`src/rtl/mac_accumulator.sv`:
```
// mac_accumulator: sums LEN unsigned products from the array multiplier into a
// wide accumulator and hands the result downstream over a valid/ready port,
// with a sticky overflow flag and optional saturation.
module mac_accumulator #(
    parameter int unsigned PROD_W   = 8,
    parameter int unsigned ACC_W    = 16,
    parameter int unsigned LEN      = 4,
    parameter bit          SATURATE = 1'b1
) (
    input  logic                         clk,
    input  logic                         rst_n,
    input  logic                         clr,
    input  logic                         in_valid,
    output logic                         in_ready,
    input  logic [PROD_W-1:0]            in_prod,
    output logic                         out_valid,
    input  logic                         out_ready,
    output logic [ACC_W-1:0]             out_acc,
    output logic                         out_ovf,
    output logic [$clog2(LEN+1)-1:0]     beat_cnt
);

    localparam int unsigned CNT_W = $clog2(LEN + 1);
    localparam int unsigned SUM_W = ACC_W + 1;

    localparam logic [1:0] S_IDLE = 2'd0;
    localparam logic [1:0] S_ACC  = 2'd1;
    localparam logic [1:0] S_DONE = 2'd2;

    logic [1:0]       state;
    logic [1:0]       state_n;
    logic [ACC_W-1:0] acc;
    logic [ACC_W-1:0] acc_n;
    logic             ovf;
    logic             ovf_n;
    logic [CNT_W-1:0] cnt_n;
    logic [CNT_W-1:0] cnt_inc;
    logic             out_valid_n;
    logic [ACC_W-1:0] out_acc_n;
    logic             out_ovf_n;
    logic [SUM_W-1:0] sum;
    logic             accept;

    // Upstream may push whenever no result is pending and no clear is requested.
    assign in_ready = !clr && (state != S_DONE);
    assign accept   = in_valid && in_ready;
    // One extra bit so the carry out of the accumulator is visible as overflow.
    assign sum      = SUM_W'(acc) + SUM_W'(in_prod);
    assign cnt_inc  = beat_cnt + CNT_W'(1);

    // Next-state and next-register values; clr overrides everything else.
    always_comb begin
        state_n     = state;
        acc_n       = acc;
        ovf_n       = ovf;
        cnt_n       = beat_cnt;
        out_valid_n = out_valid;
        out_acc_n   = out_acc;
        out_ovf_n   = out_ovf;
        if (clr) begin
            state_n     = S_IDLE;
            acc_n       = '0;
            ovf_n       = 1'b0;
            cnt_n       = '0;
            out_valid_n = 1'b0;
        end else begin
            case (state)
                S_IDLE, S_ACC: begin
                    if (accept) begin
                        if (sum[ACC_W]) begin
                            ovf_n = 1'b1;
                            acc_n = SATURATE ? {ACC_W{1'b1}} : sum[ACC_W-1:0];
                        end else begin
                            acc_n = sum[ACC_W-1:0];
                        end
                        cnt_n = cnt_inc;
                        if (cnt_inc == CNT_W'(LEN)) begin
                            state_n     = S_DONE;
                            out_valid_n = 1'b1;
                            out_acc_n   = acc_n;
                            out_ovf_n   = ovf_n;
                        end else begin
                            state_n = S_ACC;
                        end
                    end
                end
                S_DONE: begin
                    if (out_ready) begin
                        state_n     = S_IDLE;
                        acc_n       = '0;
                        ovf_n       = 1'b0;
                        cnt_n       = '0;
                        out_valid_n = 1'b0;
                    end
                end
                default: begin
                    state_n     = S_IDLE;
                    acc_n       = '0;
                    ovf_n       = 1'b0;
                    cnt_n       = '0;
                    out_valid_n = 1'b0;
                end
            endcase
        end
    end

    // State and datapath registers; reset discards any partial sum.
    always_ff @(posedge clk or negedge rst_n) begin
        if (!rst_n) begin
            state     <= S_IDLE;
            acc       <= '0;
            ovf       <= 1'b0;
            beat_cnt  <= '0;
            out_valid <= 1'b0;
            out_acc   <= '0;
            out_ovf   <= 1'b0;
        end else begin
            state     <= state_n;
            acc       <= acc_n;
            ovf       <= ovf_n;
            beat_cnt  <= cnt_n;
            out_valid <= out_valid_n;
            out_acc   <= out_acc_n;
            out_ovf   <= out_ovf_n;
        end
    end

endmodule

```
`config.mk`:
```
export PLATFORM = sky130hd
export DESIGN_NAME = mac_accumulator
export DESIGN_NICKNAME = d
export VERILOG_FILES = /design/src/rtl/mac_accumulator.sv
export SDC_FILE = /design/constraint.sdc
export NUM_CORES = 1
export LEC_CHECK = 0
export BUFFER_PORTS_ARGS = -buffer_cell sky130_fd_sc_hd__buf_4
export CAP_MARGIN = 30
export CELL_PAD_IN_SITES_DETAIL_PLACEMENT = 1
export CELL_PAD_IN_SITES_GLOBAL_PLACEMENT = 1
export CORE_ASPECT_RATIO = 1.75
export CORE_UTILIZATION = 43
export DETAILED_ROUTE_END_ITERATION = 12
export GPL_TIMING_DRIVEN = 0
export PLACE_DENSITY_LB_ADDON = 0.1
export SYNTH_ARGS = -nofsm -noshare
export SYNTH_HDL_FRONTEND = slang
export SYNTH_SLANG_ARGS = --single-unit
export TNS_END_PERCENT = 30
```
`constraint.sdc`:
```
create_clock -name clk -period 3.2 [get_ports clk]
set_clock_uncertainty 0.15 [all_clocks]
set_input_delay 0.32 -clock clk [delete_from_list [all_inputs] [get_ports clk]]
set_output_delay 0.32 -clock clk [all_outputs]
set_load 0.01 [all_outputs]
```
; Word level (Yosys, flattened, before mapping)
; Cells that the tools add are included.
[classes]
addsub = 2
muxes = 23
n_reduce_logical = 8
bitwise = 1
eq_ne = 7
[op_table]
columns = cell, count
row1 = $mux W16, 4
row2 = $pmux W16 S2, 1
row3 = $add A16 B8 Y17, 1
row4 = $mux W3, 3
row5 = $ne A3 B3 Y1 const B, 3
row6 = $mux W2, 4
row7 = $mux W1, 7
row8 = $pmux W3 S2, 1
row9 = $pmux W1 S2, 2
row10 = $pmux W2 S2, 1
row11 = $reduce_and A4 Y1, 1
row12 = $add A3 B1 Y3 const B, 1
row13 = $eq A3 B3 Y1 const B, 1
row14 = $reduce_and A3 Y1, 1
row15 = $eq A2 B1 Y1 const B, 1
row16 = $eq A2 B2 Y1 const B, 1
row17 = $logic_and A1 B1 Y1, 2
row18 = $logic_not A2 Y1, 1
row19 = $ne A2 B2 Y1 const B, 1
row20 = $reduce_and A2 Y1, 1
row21 = $reduce_or A2 Y1, 1
row22 = $logic_not A1 Y1, 1
row23 = $not A1 Y1, 1
[word_totals]
register_bits = 40
inputBits = 13

; Logic depth before layout (Yosys ltp)
[depth]
ltp_word = 6
mapped_depth = 8

; Worst setup path after synthesis
; No wires, ideal clock.
[synth_timing]
path_type = reg-to-reg
start = register acc[0]
end = register out_acc[15]
setup_time_ns = 0.121
n_path_buf = 0
path_slack_ns = 0.733
stages_incl_launch_ff = 8
synth_period_minus_slack_ns = 2.467
required_time_ns = 2.929
t_arrival_ns = 2.196
cell_sequence = dfrtp_1 ha_1 fa_1 a21o_1 a221oi_4 a21oi_2 o31a_1 a22o_1
[synth_via]
elab_chain_cells = 2
[synth_rtl]
columns = item, line_no
row1 = "start, declared", 32  ; logic [ACC_W-1:0] acc;
row2 = "start signal, assigned", 119  ; acc <= acc_n;
row3 = $add A16 B8 Y17, 48  ; assign sum = SUM_W'(acc) + SUM_W'(in_prod);
row4 = $mux W16, 70  ; if (sum[ACC_W]) begin
row5 = "end signal, assigned", 123  ; out_acc <= out_acc_n;
row6 = "end, declared", 18  ; output logic [ACC_W-1:0] out_acc,
; Every way passes these cells.
; A chain may end at the register's enable or synchronous reset.

; Worst setup path after layout
[layout_timing]
start = register acc[0]
end = register out_acc[3]
; Same word-level chain as after synthesis.

==> metrics list <==
- The average instance in the mapped netlist occupies 9.30 µm².
* Status: complete, no violations
- Worst skew pair latency: 0.30 ns
- Gate Count Post-Synth: 247
* Vias in the first global route: 2096
- The share of synthesized area in the top cell type comes to 43.6%.
* Warning count from the yosys run: 0
* Vias per cell: 5.94
- Number of setup violations in the final report: 0
* Worst hold path startpoint: clr
- During placement, the flow inserted port buffers numbering 34.
* Worst EP arrival: 2.85 ns
- Max VDD drop: 0.302 mV
* Fraction of registers with async set/reset: 100%
- Lkg Pwr: 1.27 nW
- Summing all flip-flop and latch instances after layout gives 0.00100 mm².
- In this run the standard cell core region covers 0.00506 mm².
- The netlist uses 53 different library cells.
* Count of clock tree sinks: 40
* Count of flip-flops with a built-in enable after synthesis: 0
* Count of H-tree levels built during CTS: 2
- In the final layout, the share of cells above drive strength 1 is 20.3%.
* Nets: 313
- Power share of the sequential group: 43.6%
- Number of cells on the worst reg-to-reg path: 8
- PD cells: 449 mW/mm²
* Height of the chip: 98.7 µm
- The cell sitting at the root of the clock tree is a clkbuf_8.
- In the final layout, the multi-input gates occupy 0.00122 mm².
* Cell accounting for the most synthesized area: dfrtp_1
- Largest net degree at the start of global routing: 41
- After layout, the worst path uses 88.5% of the clock period.
* DRT antenna net count: 0
- The worst setup path is launched from a register.
* Number of top-level pins: 35
* Switching share of power: 30.6%
* Most used DFF post-synth: dfrtp_1
* Setup repair after global routing missed its margin: false
- Area Growth Syn to Fin: 19.5%
- For this run, design rule violations remaining after detail routing come to 0.
- Number of pins exceeding their max-slew limit in the final report: 0
- Number of nets in the synthesized netlist: 271
* Yosys reg bits: 40
* Clock tree from TritonCTS: done
* Hold Fails Final Rpt: 0
- Counting the fill cells in the layout gives 591.
* Max transition margin: 56.4%
* Count of inserted antenna diode cells: 0
- Number of gates resized after CTS: 0
- Subtracting the final worst setup slack from the clock period gives 2.83 ns.
- Global-route wire length before repair: 10400 µm
- The setup path with the least slack is of type register to register.
* Capturing element type of the critical path: register
- R2r setup slk: 0.37 ns
* Number of antenna violations at the first check in global routing: 0
- Total CTS buffers: 5
- Wirelength per Cell: 18.5 µm
- The final route contains 2043 vias.
* Initial Util: 45.4%
- Summing the sequential cell areas from Yosys gives 43.6% of the chip area.
- The worst hold path was traced through 2 stages.
- The share of total power dissipated in combinational logic is 20.8%.
- The die covers 0.00565 mm².
- Max capacitance violation total: 0
- Crit Reg-Reg Startpoint: acc[0]
- For hold timing, the worst endpoint is state[1].
- Wires add up to 6370 µm.
- Horizontal die dimension: 57.2 µm
- Cell internal power was estimated by the tool at 0.855 mW.
- Slowest cell delay on critical path: 0.49 ns
- Min Hold Slack: 0.0534 ns
- Clock network power share: 35.6%
- Post-CTS clock slew at the launch and capture registers of the worst setup and hold paths: 0.09 ns
- Global routing used 24.5% of the available tracks.
- Required time of the critical path: 3.21 ns
- The slowest stage of the critical path belongs to the cell a221oi_4.
* Max frequency: 0.353 GHz
- RR Endpoint: out_acc[3]
- Sequence of cells on the critical path: ha_1 > fa_1 > a21o_1 > a221oi_4 > a211oi_2 > buf_6 > nor2_1 > o21ai_0
- Transition at the pin with the smallest max-transition slack: 0.654 ns
- Total overflow reported by the global router: 0
* Largest cells by area after synthesis: dfrtp_1 44%, o21ai_0 5.9%, ha_1 5.4%
* Synth Cell Area: 0.00230 mm²
- In this run the post-CTS setup repair buffer count came out at 0.
- Pre-Repair DR Iteration Count: 4
* Post-Route Setup TNS: 0 ns
* Drt initial violations: 45
- The min-delay analysis places its worst path in the category input port to register.
- The congestion estimate from routability-driven global placement came to 0.786.
- In this run the worst path has a maximum fanout of 10.
* Half-perimeter wire length after detailed placement: 4840 µm
- In this run the power spent charging and discharging nets is 0.378 mW.
* CTS Hold Bufs: 1
- Maximum clock path buffer count: 2
- FP Rows: 34
cell usage after synthesis, types with 4 or more instances:
library cell and count:
dfrtp_1 40, nand3_1 9, xnor2_1 4, a211oi_1 5, nand2_1 29, o211ai_1 4
a21oi_1 22, nor2_1 16, a22o_1 4, o21ai_0 27, a21o_1 7, buf_2 5
ha_1 10, inv_1 4, nor3_1 5, clkbuf_1 5
metal layers:
| layer | track usage [%] | share of wire [%] | vias up |
|---|---|---|---|
| met5 | 0 | 0 | - |
| met2 | 48.0 | 57 | 36 |
| met1 | 25.2 | 38 | 1002 |
| met3 | 3.15 | 2.1 | 16 |
| li1 | - | - | 989 |
| met4 | 9.94 | 2.9 | 0 |
kinds of logic (layout without fill, tap and decap cells):
family | count (synthesis) | in the layout | synth area share, %
XOR/XNOR | 6 | 6 | 2.29
buffers and inverters | 16 | 59 | 3.38
AO/OA/AOI/OAI | 92 | 92 | 26.4
AND/OR/NAND/NOR | 81 | 81 | 17.5
flip-flops | 40 | 40 | 43.6
adder cells (fa/ha/maj) | 11 | 11 | 6.32
multiplexers | 1 | 1 | 0.490
flip-flops by register name, summed over array words and instances, names as in the netlist:
| signal | cells |
|---|---|
| ovf | 1 |
| out_ovf | 1 |
| out_acc | 16 |
| out_valid | 1 |
| acc | 16 |
| beat_cnt | 3 |
| state | 2 |
critical path, delay by kind of cell (launching register included):
| kind | cells | cell delay, ns |
|---|---|---|
| AO/OA/AOI/OAI | 4 | 1.06 |
| adder cells (fa/ha/maj) | 2 | 0.64 |
| flip-flops | 1 | 0.39 |
| AND/OR/NAND/NOR | 1 | 0.26 |
| buffers and inverters | 1 | 0.18 |
cells in the final DEF, fill, tap and decap left out, drive strengths merged, types with 3 or more instances in the layout:
| cell type | synthesis | layout |
|---|---|---|
| a21o | 7 | 7 |
| o211ai | 4 | 4 |
| a21oi | 23 | 23 |
| nor2 | 16 | 16 |
| a211oi | 6 | 6 |
| nand4 | 3 | 3 |
| buf | 7 | 41 |
| o21ai | 28 | 28 |
| ha | 10 | 10 |
| and2 | 3 | 3 |
| and3 | 4 | 4 |
| nor3 | 5 | 5 |
| nand3 | 10 | 10 |
| inv | 4 | 5 |
| a31oi | 3 | 3 |
| or3 | 3 | 3 |
| xnor2 | 4 | 4 |
| a22o | 4 | 4 |
| dfrtp | 40 | 40 |
| clkbuf | 5 | 10 |
| nand2 | 29 | 29 |
layout make-up:
type | instances | area share (%)
multi-input cells | 191 | 44.4
inverters | 4 | 0.547
clock inverters | 3 | 1.69
repair buffers | 35 | 9.67
clock buffers | 5 | 2.51
flip-flops and latches | 40 | 36.5
plain buffers | 12 | 2.28
well taps | 54 | 2.46
through the flow:
| step | instances | utilization [%] | power, mW | instance area (µm²) | setup WS [ns] |
|---|---|---|---|---|---|
| global route | 344 | 54.2 | 1.29 | 2740 | 0.192 |
| detailed placement | 335 | 51.7 | 0.806 | 2620 | 0.306 |
| floorplan | 247 | - | 0.716 | 2300 | 0.733 |
| finish | 344 | 54.2 | 1.23 | 2740 | 0.367 |
| global placement | 335 | 51.7 | 0.799 | 2620 | 0.375 |
| CTS | 344 | 54.2 | 1.24 | 2740 | 0.371 |
how the worst max path moves through the flow:
stage	startpoint	endpoint	slack, ns	depth (start not counted)
global placement	in_prod[0]	acc[3]	0.37	9
CTS	acc[0]	out_acc[3]	0.37	8
floorplan	acc[0]	out_acc[15]	0.73	7
global route	acc[0]	out_acc[3]	0.19	8
detailed placement	in_prod[0]	out_acc[3]	0.31	9
finish	acc[0]	out_acc[3]	0.37	8
power by group through the flow:
| stage | logic (mW) | registers, mW | clock network [mW] |
|---|---|---|---|
| floorplan | 0.170 | 0.546 | 0 |
| global placement | 0.252 | 0.547 | 0 |
| detailed placement | 0.258 | 0.548 | 0 |
| CTS | 0.260 | 0.538 | 0.445 |
| global route | 0.282 | 0.542 | 0.462 |
| finish | 0.256 | 0.538 | 0.439 |
No activity file was read; power rests on OpenSTA's default activity.
